[config.mk]
export PLATFORM = sky130hd
export DESIGN_NAME = ahb_arbiter
export DESIGN_NICKNAME = d
export VERILOG_FILES = /design/src/rtl/ahb_pkg.sv /design/src/rtl/ahb_rr_pick.sv /design/src/rtl/ahb_arbiter.sv
export SDC_FILE = /design/constraint.sdc
export NUM_CORES = 1
export LEC_CHECK = 0
export ABC_CLOCK_PERIOD_IN_PS = 5000
export CORE_ASPECT_RATIO = 0.8
export CORE_MARGIN = 3
export CORE_UTILIZATION = 50
export DETAILED_ROUTE_END_ITERATION = 7
export GPL_TIMING_DRIVEN = 0
export HOLD_SLACK_MARGIN = 0.15
export PLACE_DENSITY = 0.89
export SYNTH_ARGS = -nofsm -noshare
export SYNTH_HDL_FRONTEND = slang
export SYNTH_HIERARCHICAL = 1
export SYNTH_SLANG_ARGS = --single-unit
[constraint.sdc]
create_clock -name i_hclk -period 5 [get_ports i_hclk]
set_input_delay 1 -clock i_hclk [delete_from_list [all_inputs] [get_ports i_hclk]]
set_output_delay 1 -clock i_hclk [all_outputs]
set_load 0.02 [all_outputs]
[src/rtl/ahb_pkg.sv]
// AHB 2.0 transfer, burst and response encodings shared by the arbiter and the masters.
package ahb_pkg;

  typedef enum logic [1:0] {
    HTRANS_IDLE   = 2'b00,
    HTRANS_BUSY   = 2'b01,
    HTRANS_NONSEQ = 2'b10,
    HTRANS_SEQ    = 2'b11
  } htrans_e;

  typedef enum logic [2:0] {
    HBURST_SINGLE = 3'd0,
    HBURST_INCR   = 3'd1,
    HBURST_WRAP4  = 3'd2,
    HBURST_INCR4  = 3'd3,
    HBURST_WRAP8  = 3'd4,
    HBURST_INCR8  = 3'd5,
    HBURST_WRAP16 = 3'd6,
    HBURST_INCR16 = 3'd7
  } hburst_e;

  typedef enum logic [1:0] {
    HRESP_OKAY  = 2'b00,
    HRESP_ERROR = 2'b01,
    HRESP_RETRY = 2'b10,
    HRESP_SPLIT = 2'b11
  } hresp_e;

  localparam int BEAT_W = 4;

  // Beats still owed after the NONSEQ of a protected burst; wrapping bursts are arbitrated like INCR.
  function automatic logic [BEAT_W-1:0] burst_beats(input logic [2:0] hburst);
    case (hburst)
      HBURST_INCR4:  burst_beats = 4'd3;
      HBURST_INCR8:  burst_beats = 4'd7;
      HBURST_INCR16: burst_beats = 4'd15;
      default:       burst_beats = 4'd0;
    endcase
  endfunction

endpackage

[src/rtl/ahb_rr_pick.sv]
// Combinational round-robin picker: first requester strictly after `last`, wrapping.
module ahb_rr_pick #(
  parameter int NUM_MASTERS = 4,
  parameter int MW          = $clog2(NUM_MASTERS)
) (
  input  logic [NUM_MASTERS-1:0] req,
  input  logic [MW-1:0]          last,
  output logic [NUM_MASTERS-1:0] gnt,
  output logic [MW-1:0]          idx,
  output logic                   valid
);

  logic [MW-1:0] cand;

  always_comb begin
    gnt   = '0;
    idx   = '0;
    valid = 1'b0;
    cand  = '0;
    for (int off = 1; off <= NUM_MASTERS; off++) begin
      cand = MW'((int'(last) + off) % NUM_MASTERS);
      if (!valid && req[cand]) begin
        valid     = 1'b1;
        idx       = cand;
        gnt[cand] = 1'b1;
      end
    end
  end

endmodule

[src/rtl/ahb_arbiter.sv]
// Round-robin AHB 2.0 arbiter with fixed-burst and lock protection and SPLIT masking.
// Drives the address/data mux selects through o_hmaster and o_hmaster_d.
module ahb_arbiter
  import ahb_pkg::*;
#(
  parameter int NUM_MASTERS    = 4,
  parameter int DEFAULT_MASTER = 0,
  parameter int MW             = $clog2(NUM_MASTERS)
) (
  input  logic                   i_hclk,
  input  logic                   i_hreset_n,
  input  logic [NUM_MASTERS-1:0] i_hbusreq,
  input  logic [NUM_MASTERS-1:0] i_hlock,
  input  logic [1:0]             i_htrans,
  input  logic [2:0]             i_hburst,
  input  logic                   i_hready,
  input  logic [1:0]             i_hresp,
  input  logic [NUM_MASTERS-1:0] i_hsplit,
  output logic [NUM_MASTERS-1:0] o_hgrant,
  output logic [MW-1:0]          o_hmaster,
  output logic [MW-1:0]          o_hmaster_d,
  output logic                   o_hmastlock,
  output logic                   o_park
);

  localparam logic [MW-1:0]          DEF_IDX = MW'(DEFAULT_MASTER);
  localparam logic [NUM_MASTERS-1:0] DEF_GNT = {{(NUM_MASTERS-1){1'b0}}, 1'b1} << DEFAULT_MASTER;

  logic [NUM_MASTERS-1:0] split_mask;
  logic [NUM_MASTERS-1:0] split_set;
  logic [NUM_MASTERS-1:0] excl;
  logic [NUM_MASTERS-1:0] eligible;
  logic [NUM_MASTERS-1:0] pick_gnt;
  logic [MW-1:0]          pick_idx;
  logic                   pick_valid;
  // Index of the granted master; it doubles as the round-robin pointer because
  // `last` only moves when the grant moves to a different master.
  logic [MW-1:0]          gnt_idx;
  logic [BEAT_W-1:0]      beats_left;

  logic                   resp_end;
  logic                   fixed_start;
  logic                   hold;
  logic [NUM_MASTERS-1:0] next_gnt;
  logic [MW-1:0]          next_idx;
  logic                   next_park;

  always_comb begin
    resp_end  = i_hready && (i_hresp == HRESP_SPLIT || i_hresp == HRESP_RETRY);
    excl      = '0;
    split_set = '0;
    if (resp_end)
      excl[o_hmaster_d] = 1'b1;
    if (i_hresp == HRESP_SPLIT && !i_hready)
      split_set[o_hmaster_d] = 1'b1;
    eligible = i_hbusreq & ~split_mask & ~excl;

    // The counter loads on the NONSEQ edge itself, so that edge must already hold the grant.
    fixed_start = (i_htrans == HTRANS_NONSEQ) && (burst_beats(i_hburst) != '0);
    hold = (i_hresp == HRESP_OKAY) &&
           ((beats_left > 4'd1) || fixed_start || (!o_park && i_hlock[gnt_idx]));

    if (pick_valid) begin
      next_gnt  = pick_gnt;
      next_idx  = pick_idx;
      next_park = 1'b0;
    end else if (!split_mask[DEFAULT_MASTER]) begin
      next_gnt  = DEF_GNT;
      next_idx  = DEF_IDX;
      next_park = 1'b0;
    end else begin
      next_gnt  = '0;
      next_idx  = gnt_idx;
      next_park = 1'b1;
    end
  end

  ahb_rr_pick #(
    .NUM_MASTERS (NUM_MASTERS),
    .MW          (MW)
  ) u_pick (
    .req   (eligible),
    .last  (gnt_idx),
    .gnt   (pick_gnt),
    .idx   (pick_idx),
    .valid (pick_valid)
  );

  always_ff @(posedge i_hclk or negedge i_hreset_n) begin
    if (!i_hreset_n) begin
      o_hgrant    <= DEF_GNT;
      gnt_idx     <= DEF_IDX;
      o_park      <= 1'b0;
      o_hmaster   <= DEF_IDX;
      o_hmaster_d <= DEF_IDX;
      o_hmastlock <= 1'b0;
      split_mask  <= '0;
      beats_left  <= '0;
    end else begin
      // Release wins over a same-cycle SPLIT on the same master.
      split_mask <= (split_mask | split_set) & ~i_hsplit;

      if (i_hresp != HRESP_OKAY)
        beats_left <= '0;
      else if (i_hready) begin
        case (i_htrans)
          HTRANS_NONSEQ: beats_left <= burst_beats(i_hburst);
          HTRANS_SEQ:    if (beats_left != '0) beats_left <= beats_left - 4'd1;
          default:       ;
        endcase
      end

      if (i_hready) begin
        if (!hold) begin
          o_hgrant <= next_gnt;
          gnt_idx  <= next_idx;
          o_park   <= next_park;
        end
        if (!o_park)
          o_hmaster <= gnt_idx;
        o_hmastlock <= !o_park && i_hlock[gnt_idx];
        o_hmaster_d <= o_hmaster;
      end
    end
  end

endmodule

# Word level (Yosys, flattened, before mapping)
# Cells that the tools add are included.
[totals]
out_inout_bits = 10
register_bits = 20
word_cells = 122
input_bits = 22
[op_classes]
add_sub_neg = 5
n_lt_le_gt_ge = 12
muxes = 45
reduce_logical = 31
bitwise_logic = 12
eq_ne = 9
[op_table]
columns = ["cell", "n"]
rows = [
  ["2-to-1 mux 4 bit", 10],
  ["< comparator 2 x 3 -> 1 bit, second input constant", 6],
  ["2-to-1 mux 1 bit", 17],
  ["bitwise OR 4 bit", 4],
  ["logical AND 1 bit", 13],
  ["bitwise AND 4 bit", 3],
  ["2-to-1 mux 2 bit", 6],
  ["NOT 4 bit", 3],
  ["case mux 4 bit (3 select lines)", 1],
  ["binary-select mux 1 bit (select 2 bit)", 5],
  ["demux 1 bit (select 2 bit)", 5],
  ["greater-or-equal comparator 2 x 1 -> 1 bit, second input constant", 5],
  ["== test 2 bit, second input constant", 4],
  ["case mux 4 bit (2 select lines)", 1],
  ["nonzero test 4 bit", 2],
  ["== test 3 bit, second input constant", 2],
  ["AND reduction 3 bit", 2],
  ["logical NOT 1 bit", 5],
  ["adder 2 x 1 -> 2 bit, second input constant", 2],
  ["adder 2 bit, second input constant", 2],
  ["> comparator 4 x 1 -> 1 bit, second input constant", 1],
  ["AND reduction 2 bit", 2],
  ["nonzero test 2 bit", 2],
  ["subtractor 4 x 1 -> 4 bit, second input constant", 1],
  ["7 further kinds", 10],
]

# Longest topological paths before layout
# Gate-level depths: netlist of the first run.
[logic_depth]
depth_word = 21
ltp_mapped = 12
mapped_depth_nobuf = 10

# By module
# The synthesis of the first run kept the hierarchy.
[by_module_without_submodules]
columns = ["mod", "cells_per_inst", "n_inst", "area_each_um2", "seq_area_each_um2"]
rows = [
  ["ahb_arbiter", 112, 1, 1089.8, 501.7],
  ["ahb_rr_pick", 86, 1, 629.4, 0.0],
]

# Worst setup path after synthesis of the first run
# Ideal clock, no wire load.
[synth_timing]
kind = "input-to-reg"
start = "input i_hready"
end = "register o_hgrant[0]"
n_path_buf = 3
stages = 12
arrival_ns = 3.210
setup_time_ns = 0.085
path_slack_ns = 1.705
t_required_ns = 4.915
path_cell_list = "clkbuf_1 nand4_1 and3b_1 buf_2 mux4_2 buf_6 nand4_1 o31ai_1 a2111o_1 inv_1 a21oi_1 mux2_1"
[synth_between]
elab_chain_len = 17
[synth_lines]
columns = ["element", "line_no", "text"]
rows = [
  ["start, declared", "ahb_arbiter.sv:16", "input logic i_hready,"],
  ["logical AND 1 bit (*)", "ahb_arbiter.sv:49", "resp_end = i_hready && (i_hresp == HRESP_SPLIT || i_hresp == HRESP_RETRY);"],
  ["2-to-1 mux 4 bit (*)", "ahb_arbiter.sv:52", "if (resp_end)"],
  ["NOT 4 bit (*)", "ahb_arbiter.sv:56", "eligible = i_hbusreq & ~split_mask & ~excl;"],
  ["bitwise AND 4 bit (*)", "ahb_arbiter.sv:56", ""],
  ["named net eligible[3]", "ahb_arbiter.sv:32", "logic [NUM_MASTERS-1:0] eligible;"],
  ["binary-select mux 1 bit (select 2 bit)", "ahb_rr_pick.sv:22", "if (!valid && req[cand]) begin"],
  ["2-to-1 mux 1 bit (implied by the code)", "ahb_rr_pick.sv:22", ""],
  ["2-to-1 mux 1 bit", "ahb_rr_pick.sv:22", ""],
  ["[... 3 more ...]", "--", ""],
  ["logical NOT 1 bit", "ahb_rr_pick.sv:22", ""],
  ["logical AND 1 bit", "ahb_rr_pick.sv:22", ""],
  ["2-to-1 mux 1 bit", "ahb_rr_pick.sv:22", ""],
  ["logical NOT 1 bit", "ahb_rr_pick.sv:22", ""],
  ["logical AND 1 bit", "ahb_rr_pick.sv:22", ""],
  ["2-to-1 mux 4 bit (*)", "ahb_rr_pick.sv:22", ""],
  ["named net pick_gnt[0]", "ahb_arbiter.sv:33", "logic [NUM_MASTERS-1:0] pick_gnt;"],
  ["2-to-1 mux 4 bit (*)", "ahb_arbiter.sv:63", "if (pick_valid) begin"],
  ["end signal, assigned", "ahb_arbiter.sv:115", "o_hgrant <= next_gnt;"],
  ["end, declared", "ahb_arbiter.sv:19", "output logic [NUM_MASTERS-1:0] o_hgrant,"],
]
# Mark *: on every way through the listed nets, which the timed path passes. The rest lies on a longest branch. The select of a mux whose other input is x is not followed.
# A chain may end at the register's enable or synchronous reset.

# Worst setup path after layout of the first run
# Same ends and word-level chain as after synthesis.

==> results.md, run 1 <==
- The run finished with clean final reports.
- The leakage power figure is 0.8948 nW.
- The quantity of I/O buffers inserted on ports is 30.
- Once detail routing completed, the nets flagged for antenna violations numbered 0.
- After clock tree synthesis, the clock-pin slew on the worst setup and hold paths is 0.08 ns.
- The wire length per cell after detailed routing is 15.47 um.
- Counting I/O delays and the setup requirement, the final critical path takes 3.955 ns.
- The largest total area in the synthesized netlist belongs to sky130_fd_sc_hd__dfrtp_1.
- The synthesized netlist occupies a cell area of 1719 um2.
- STA classifies the critical path endpoint as a flop.
- The number of warnings issued by yosys is 6.
- Across the whole layout, storage elements account for 501.7 um2.
- The number of hold-repair buffers added at the cts stage is 0.
- The die height is 58.45 um.
- The cell area after placement is 2069 um2.
- The first global-routing pass estimated 7.300 mm of wire.
- The tool flagged a number of max-cap violations equal to 0.
- The library cell used most frequently in the layout, excluding fill and tap cells, is sky130_fd_sc_hd__clkdlybuf4s50_1.
- No sink is reached through more buffers than the 2 on the longest clock path.
- Walking the worst path, the cells encountered are clkdlybuf4s50_1 -> clkbuf_1 -> nand4_1 -> and3b_1 -> buf_2 -> mux4_2 -> buf_6 -> nand4_1 -> o31ai_1 -> a2111o_1 -> inv_1 -> a21oi_1 -> mux2_1.
- The origin of the worst setup path is i_hready.
- The multi-input combinational cells in the finished layout cover a total of 1086 um2.
- The sum of negative setup slack is 0 ns.
- The count of final hold-check violations is 0.
- The start of the worst register-to-register path is gnt_idx[0]$_DFFE_PN0P_.
- The synthesized design contains 20 register bits.
- The post-layout net count is 265.
- The worst clock skew is 0.006438 ns.
- The top fanout value on the critical path is 10.
- The initialized floorplan defines 18 standard-cell rows.
- The number of antenna cells inserted is 0.
- Setup violations remaining at the end of the flow were counted as 0.
- TritonCTS built the clock tree.
- The startpoint type of the worst setup path is an input port.
- The transition time at the pin with the least slew margin is 0.8780 ns.
- For this design the ratio of total power to cell area is 465.9 nW/um2.
- In this run the number of H-tree levels came out at 1.
- Yosys mapped the design onto 49 distinct sky130hd cell types.
- The number of DRC markers in iteration 0 is 230.
- The path class of the lowest-slack min-delay path is flop to flop.
- The largest net degree at the start of global routing is 21.
- The summed area of non-filler cells in the final layout is 2125 um2.
- The total routed wirelength is 4.207 mm.
- The cell count after synthesis is 198.
- The sequential fraction of the synthesis area is 29.18%.
- The post-synthesis area per instance is 8.683 um2.
- The count of cells resized by post-cts repair is 0.
- Compared with the post-synthesis result, the final layout area differs by 23.58%.
- The top cell type's share of synthesized area is 27.66%.
- The number of setup buffers added after CTS is 0.
- Once the floorplan was initialized, standard cells occupied 53.76% of the core.
- The relative slew slack is 41.28%.
- The number of global-route vias before repair is 1,543.
- The final critical-path share of the clock period is 79.11%.
- The largest individual stage delay along the critical path comes from the cell sky130_fd_sc_hd__clkdlybuf4s50_1.
- The initial antenna violation count is 0.
- The maximum clock frequency is 0.2528 GHz.
- In this design, the critical path's most frequently occurring cell is sky130_fd_sc_hd__nand4_1.
- The clock latency on the worst-skew pair is 0.26 ns.
- In the layout the commonest cells are 30 x sky130_fd_sc_hd__clkdlybuf4s50_1, 19 x sky130_fd_sc_hd__dfrtp_1, 18 x sky130_fd_sc_hd__nor2_1.
- The total CTS buffers is 3.
- For this run, design rule violations remaining after detail routing come to 0.
- The number of max-slew violations in the final report was 0.
- The post-route netlist has 9.052% of its cells at a drive strength greater than 1.
- The die covers 4182 um2.
- Routability-driven placement finished with a final weighted congestion of 0.9683.
- STA puts the critical path data arrival time at 4.14 ns.
- Measured along the x axis, the die boundary spans 71.56 um.
- The first detailed-routing pass took 4 iterations.
- Yosys mapped a number of flops with a built-in enable equal to 0.
- The number of vias per cell is 6.151.
- The clock root buffer master is sky130_fd_sc_hd__clkbuf_8.
- The routed via count is 1,673.
- When the netlist entered floorplanning its net count stood at 230.
- The maximum ir drop on the vdd rail is 0.3467 mV.
- The floorplan step defined a core boundary enclosing 3198 um2.
- Setup repair after global routing left no endpoint under its margin.
- The filler cell count in the final layout is 262.
- For this design the top-level I/O count stands at 32.
- In this design, the stage delay of the slowest critical-path cell is 0.58 ns.
- The overall routing resource usage is 21.18%.
- The share of async-settable or async-resettable flops after synthesis is 100.0%.
- Setup slack closes at 1.045 ns.
- At the placement stage, the worst setup path has a slack of 0.8248 ns.
- By startpoint and endpoint, the worst setup path is classified as input port to flop.
- Once detailed placement completed, the half-perimeter wirelength came to 3.174 mm.
- Yosys attributes the largest share of cell area to sky130_fd_sc_hd__dfrtp_1 28%, sky130_fd_sc_hd__ha_1 7.3%, sky130_fd_sc_hd__nor2_1 3.9%.
- The prevailing post-synth register cell is sky130_fd_sc_hd__dfrtp_1.
- The startpoint identified for the worst hold timing path is split_mask[2]$_DFF_PN0_.
- Data on the critical path is required at its endpoint by 5.19 ns.
- The number of sinks on the clock net is 20.
- The remaining global-route overflow is 0.
cell type report:
cell class | count | area share, %
Tap cell | 40 | 2.356
Buffer | 11 | 3.180
Timing Repair Buffer | 30 | 14.13
Clock buffer | 4 | 2.591
Multi-Input combinational cell | 150 | 51.12
Sequential cell | 20 | 23.62
Inverter | 17 | 3.004
path summary, 6_finish.rpt:
path	endpoint	slack, ns	cells after the start
worst max-delay path	o_hgrant[0]$_DFFE_PN1P_	1.04	13
worst min-delay path	split_mask[2]$_DFF_PN0_	0.49	2
worst max register to register	o_hgrant[0]$_DFFE_PN1P_	1.68	12
worst min register to register	split_mask[2]$_DFF_PN0_	0.49	2
max in group asynchronous	split_mask[0]$_DFF_PN0_	3.22	1
min in group asynchronous	split_mask[1]$_DFF_PN0_	1.24	1
critical path, delay by kind of cell:
| kind | cells | cell delay [ns] |
|---|---|---|
| multiplexers | 2 | 0.87 |
| AND/OR/NAND/NOR | 3 | 0.41 |
| buffers and inverters | 5 | 1.36 |
| AO/OA/AOI/OAI | 3 | 0.49 |
report_power, final:
| part | internal, W | switching (W) | total (W) |
|---|---|---|---|
| Combinational | 0.000272 | 0.000332 | 0.000604 |
| Sequential | 0.000205 | 0.0000580 | 0.000263 |
| Clock | 0.0000700 | 0.0000533 | 0.000123 |
| Total | 0.000546 | 0.000444 | 0.000990 |
metal layers:
metal  global-route usage [%]  part of all wire, %
met5                        0                    0
met4                    1.340                 0.17
met3                    4.608                  7.7
met2                    31.94                   43
met1                    32.48                   49
metrics by stage:
stage,std cells,util [%],hold WS (ns),total power [W]
after global routing,272,66.43,0.5306,0.001071
after global placement,268,64.71,0.4660,0.0008454
after floorplan,198,-,0.4540,0.0006762
final,272,66.43,0.4874,0.0009899
after CTS,272,66.43,0.4891,0.0009871
after detailed placement,268,64.71,0.4715,0.0008618
flip-flops by register name, indices dropped and copies added, names as in the netlist:
| name | cells |
|---|---|
| beats_left | 4 |
| o_hgrant | 4 |
| split_mask | 4 |
| gnt_idx | 2 |
| o_hmaster | 2 |
| o_hmaster_d | 2 |
| o_hmastlock | 1 |
| o_park | 1 |
synth_stat cells (all sizes together) (2+ instances only):
library cell	instances
inv	17
a31oi	8
mux2i	6
o31ai	4
or3	5
nand4	8
a32o	2
nand3	3
a211oi	4
nor2b	4
ha	10
a311oi	2
mux4	2
o21ai	8
nor2	18
a2111o	4
a21boi	2
a2111oi	2
clkbuf	5
nand2b	4
nand2	15
mux2	8
a21oi	11
buf	6
or3b	2
dfrtp	19
kinds of logic after synthesis:
family | count (synthesis) | synth area share, %
AOI/OAI and AO/OA | 58 | 24.67
muxes | 16 | 11.35
DFF | 20 | 29.19
buffers and inverters | 28 | 7.642
adders and majority gates | 10 | 7.278
and+or+nand+nor | 66 | 19.87
Power figures use the tool's default switching activity.
==> run 2, diff against run 1 <==
--- a/config.mk
+++ b/config.mk
@@ -5,7 +5,7 @@
 export SDC_FILE = /design/constraint.sdc
 export NUM_CORES = 1
 export LEC_CHECK = 0
-export ABC_CLOCK_PERIOD_IN_PS = 5000
+export ABC_CLOCK_PERIOD_IN_PS = 4100
 export CORE_ASPECT_RATIO = 0.8
 export CORE_MARGIN = 3
 export CORE_UTILIZATION = 50
==> constraint.sdc (replaced) <==
create_clock -name i_hclk -period 4.1 [get_ports i_hclk]
set_input_delay 0.82 -clock i_hclk [delete_from_list [all_inputs] [get_ports i_hclk]]
set_output_delay 0.82 -clock i_hclk [all_outputs]
set_load 0.02 [all_outputs]
==> results of run 2 <==
Same layout as run 1 (identical final DEF). Status: completed.
Among the figures that moved: setup slack after placement 0.8248 ns -> 0.1048 ns; setup slack after layout 1.045 ns -> 0.3247 ns; register-to-register setup slack 1.68 ns -> 0.78 ns; total power 0.0009899 W -> 0.001207 W; worst IR drop on VDD 0.3467 mV -> 0.4228 mV
==> run 3, diff against run 2 <==
--- a/config.mk
+++ b/config.mk
@@ -8,11 +8,11 @@
 export ABC_CLOCK_PERIOD_IN_PS = 4100
 export CORE_ASPECT_RATIO = 0.8
 export CORE_MARGIN = 3
-export CORE_UTILIZATION = 50
+export CORE_UTILIZATION = 40
 export DETAILED_ROUTE_END_ITERATION = 7
 export GPL_TIMING_DRIVEN = 0
 export HOLD_SLACK_MARGIN = 0.15
-export PLACE_DENSITY = 0.89
+export PLACE_DENSITY = 0.76
 export SYNTH_ARGS = -nofsm -noshare
 export SYNTH_HDL_FRONTEND = slang
 export SYNTH_HIERARCHICAL = 1
==> results.md, run 3 (synthesis results as in run 1) <==
- The path class of the lowest-slack min-delay path is flop to flop.
- The number of placed instances, taps included, is 283.
- The maximum clock frequency is 0.2668 GHz.
- The initial antenna violation count is 0.
- The relative slew slack is 40.64%.
- From left edge to right edge, the die measures 79.30 um.
- Detailed placement ended at an HPWL of 3.318 mm.
- The number of vias per cell is 5.728.
- Clock tree synthesis found a total of 20 sinks.
- The cell area after placement is 2088 um2.
- The clock-pin slew of the registers on the worst-case setup and hold paths is 0.08 ns.
- The die is 64.64 um tall.
- The total overflow left after global routing is 0.
- The number of setup violations in the final report is 0.
- The detailed router placed 1,644 vias in this run.
- The number of routed nets with antenna violations is 0.
- The clock passes through at most 2 buffers.
- The routed design has 4.296 mm of wire.
- The clock reaches the later pin of the worst-skew pair after 0.26 ns.
- The largest stage delay on the critical path is 0.58 ns.
- The summed area of non-filler cells in the final layout is 2160 um2.
- The run finished with clean final reports.
- The maximum ir drop on the vdd rail is 0.3133 mV.
- The filler cell count in the final layout is 406.
- The depth of the CTS H-tree is 1.
- The largest registers in the layout are beats_left (4), o_hgrant (4), split_mask (4).
- The post-layout net count is 265.
- Along the worst path, the maximum fanout reaches 10.
- The count of placed standard cells in the final layout, fillers left out is 287.
- For met3 alone, demand over resource in global routing was 4.444%.
- The global-route wire length before repair is 7.396 mm.
- Max-cap violations in this run came to 0.
- In the layout the commonest cells are 30 x sky130_fd_sc_hd__clkdlybuf4s50_1, 19 x sky130_fd_sc_hd__dfrtp_1, 18 x sky130_fd_sc_hd__nor2_1.
- The critical path endpoint category is a flop.
- Counting the buffers created by CTS gives 3.
- The top-level port count is 32.
- The die covers 5125 um2.
- The number of hold buffers added after CTS was 0.
- Walking the worst path, the cells encountered are clkdlybuf4s50_1 -> clkbuf_1 -> nand4_1 -> and3b_1 -> buf_2 -> mux4_2 -> buf_6 -> nand4_1 -> o31ai_1 -> a2111o_1 -> inv_1 -> a21oi_1 -> mux2_1.
- The number of antenna diodes in the final layout is 0.
- Setup repair after global routing left no endpoint under its margin.
- The required time of the worst setup path is 4.28 ns.
- The met1 usage is 25.02%.
- The initial core utilization is 43.48%.
- The number of global-route vias before repair is 1,537.
- The first detailed-routing pass took 4 iterations.
- On the final layout, the worst clock skew is 0.006559 ns.
- For this design, the slowest cell found on the critical path is sky130_fd_sc_hd__clkdlybuf4s50_1.
- Adding up every negative setup slack in the final design gives 0 ns.
- The register cell area after layout is 501.7 um2.
- The final critical-path share of the clock period is 91.42%.
- Entering global routing, the biggest net connects 21 pins.
- The most used routing layer in global routing is met2.
- The number of max-slew violations in the final report is 0.
- For the pin with the worst max-slew slack, the measured transition is 0.8876 ns.
- The clock tree from TritonCTS is built.
- STA classifies the critical path startpoint as an input port.
- Post-CTS timing repair inserted 0 buffers for setup.
- The count of final hold-check violations is 0.
- The cell seen most often among critical-path stages is sky130_fd_sc_hd__nand4_1.
- Power spread over the standard cell area amounts to 581.2 nW/um2.
- The critical path start-end classification is input port to flop.
- The library cell used most frequently in the layout, excluding fill and tap cells, is sky130_fd_sc_hd__clkdlybuf4s50_1.
- The final critical path time including I/O delays and setup is 3.748 ns.
- The cell sitting at the root of the clock tree is a sky130_fd_sc_hd__clkbuf_8.
- The synthesis-to-layout area growth is 25.62%.
- The area of the core is 3954 um2.
- In the routed design, unresolved DRC markers number 0.
- In this run the core area contains 20 standard-cell rows.
- Global routing consumed, over all layers together, 17.61% of the routing resources.
- Post-CTS repair changed the size of 0 cells.
- The congestion estimate from routability-driven global placement came to 0.8712.
- The analysis attributes to cell leakage a power of 0.9017 nW.
- The worst endpoint data arrival time is 3.93 ns.
- The quantity of I/O buffers inserted on ports is 30.
- The wire length per cell after detailed routing is 14.97 um.
- The number of DRC markers in iteration 0 is 121.
- Global routing used 27.21% of the available met2 tracks.
- Cells with a size suffix above 1 make up 9.052% of the layout.
- The multi-input combinational cells in the finished layout cover a total of 1086 um2.
run 3: changes by cell type in the layout (fill, tap and decap cells not counted):
cell	delta
sky130_fd_sc_hd__clkbuf_8	-1
sky130_fd_sc_hd__bufinv_16	+1
run 3: worst paths after layout:
kind,from,to,slack [ns],cells past startpoint
worst min register to register,split_mask[3]$_DFF_PN0_,split_mask[3]$_DFF_PN0_,0.48,2
min in group asynchronous,i_hreset_n,o_hmastlock$_DFFE_PN0P_,1.05,1
worst max-delay path,i_hready,o_hgrant[0]$_DFFE_PN1P_,0.35,13
worst max register to register,gnt_idx[0]$_DFFE_PN0P_,o_hgrant[0]$_DFFE_PN1P_,0.76,12
max in group asynchronous,i_hreset_n,beats_left[3]$_DFFE_PN0P_,2.49,1
worst min-delay path,split_mask[3]$_DFF_PN0_,split_mask[3]$_DFF_PN0_,0.48,2
run 3: per-layer routing:
layer	vias up	wire length [um]
met5	-	0
met4	0	29
met3	7	191
met2	36	1934
met1	792	2140
li1	809	-
run 3: worst max-delay path, delay by kind of cell:
kind            cells  cell delay (ns)
compound gates      3             0.51
buf+inv             5             1.35
mux                 2             0.87
simple gates        3             0.38
run 3: cell type report:
class                           instances  area share, %
Buffer                                 11          3.129
Clock buffer                            3          1.912
Clock inverter                          1          1.390
Inverter                               17          2.955
Multi-Input combinational cell        150          50.29
Sequential cell                        20          23.23
Tap cell                               55          3.187
Timing Repair Buffer                   30          13.90
run 3: per-stage QoR:
stage                     setup slack [ns]  total power [W]  hold slack (ns)  utilization (%)
after CTS                           0.3573         0.001257           0.4923            54.62
after global placement              0.1155         0.001037           0.4661            52.82
after floorplan                     0.9853        0.0008247           0.4540                -
after global routing                0.1626         0.001349           0.5247            54.62
after detailed placement           0.07906         0.001054           0.4740            52.82
final                               0.3519         0.001255           0.4849            54.62
run 3: where the power goes:
group | total (W) | switching, W | internal, W
sequential | 0.000321 | 0.0000711 | 0.000249
clock | 0.000198 | 0.0000678 | 0.000130
combinational | 0.000736 | 0.000406 | 0.000331
total | 0.00126 | 0.000544 | 0.000711
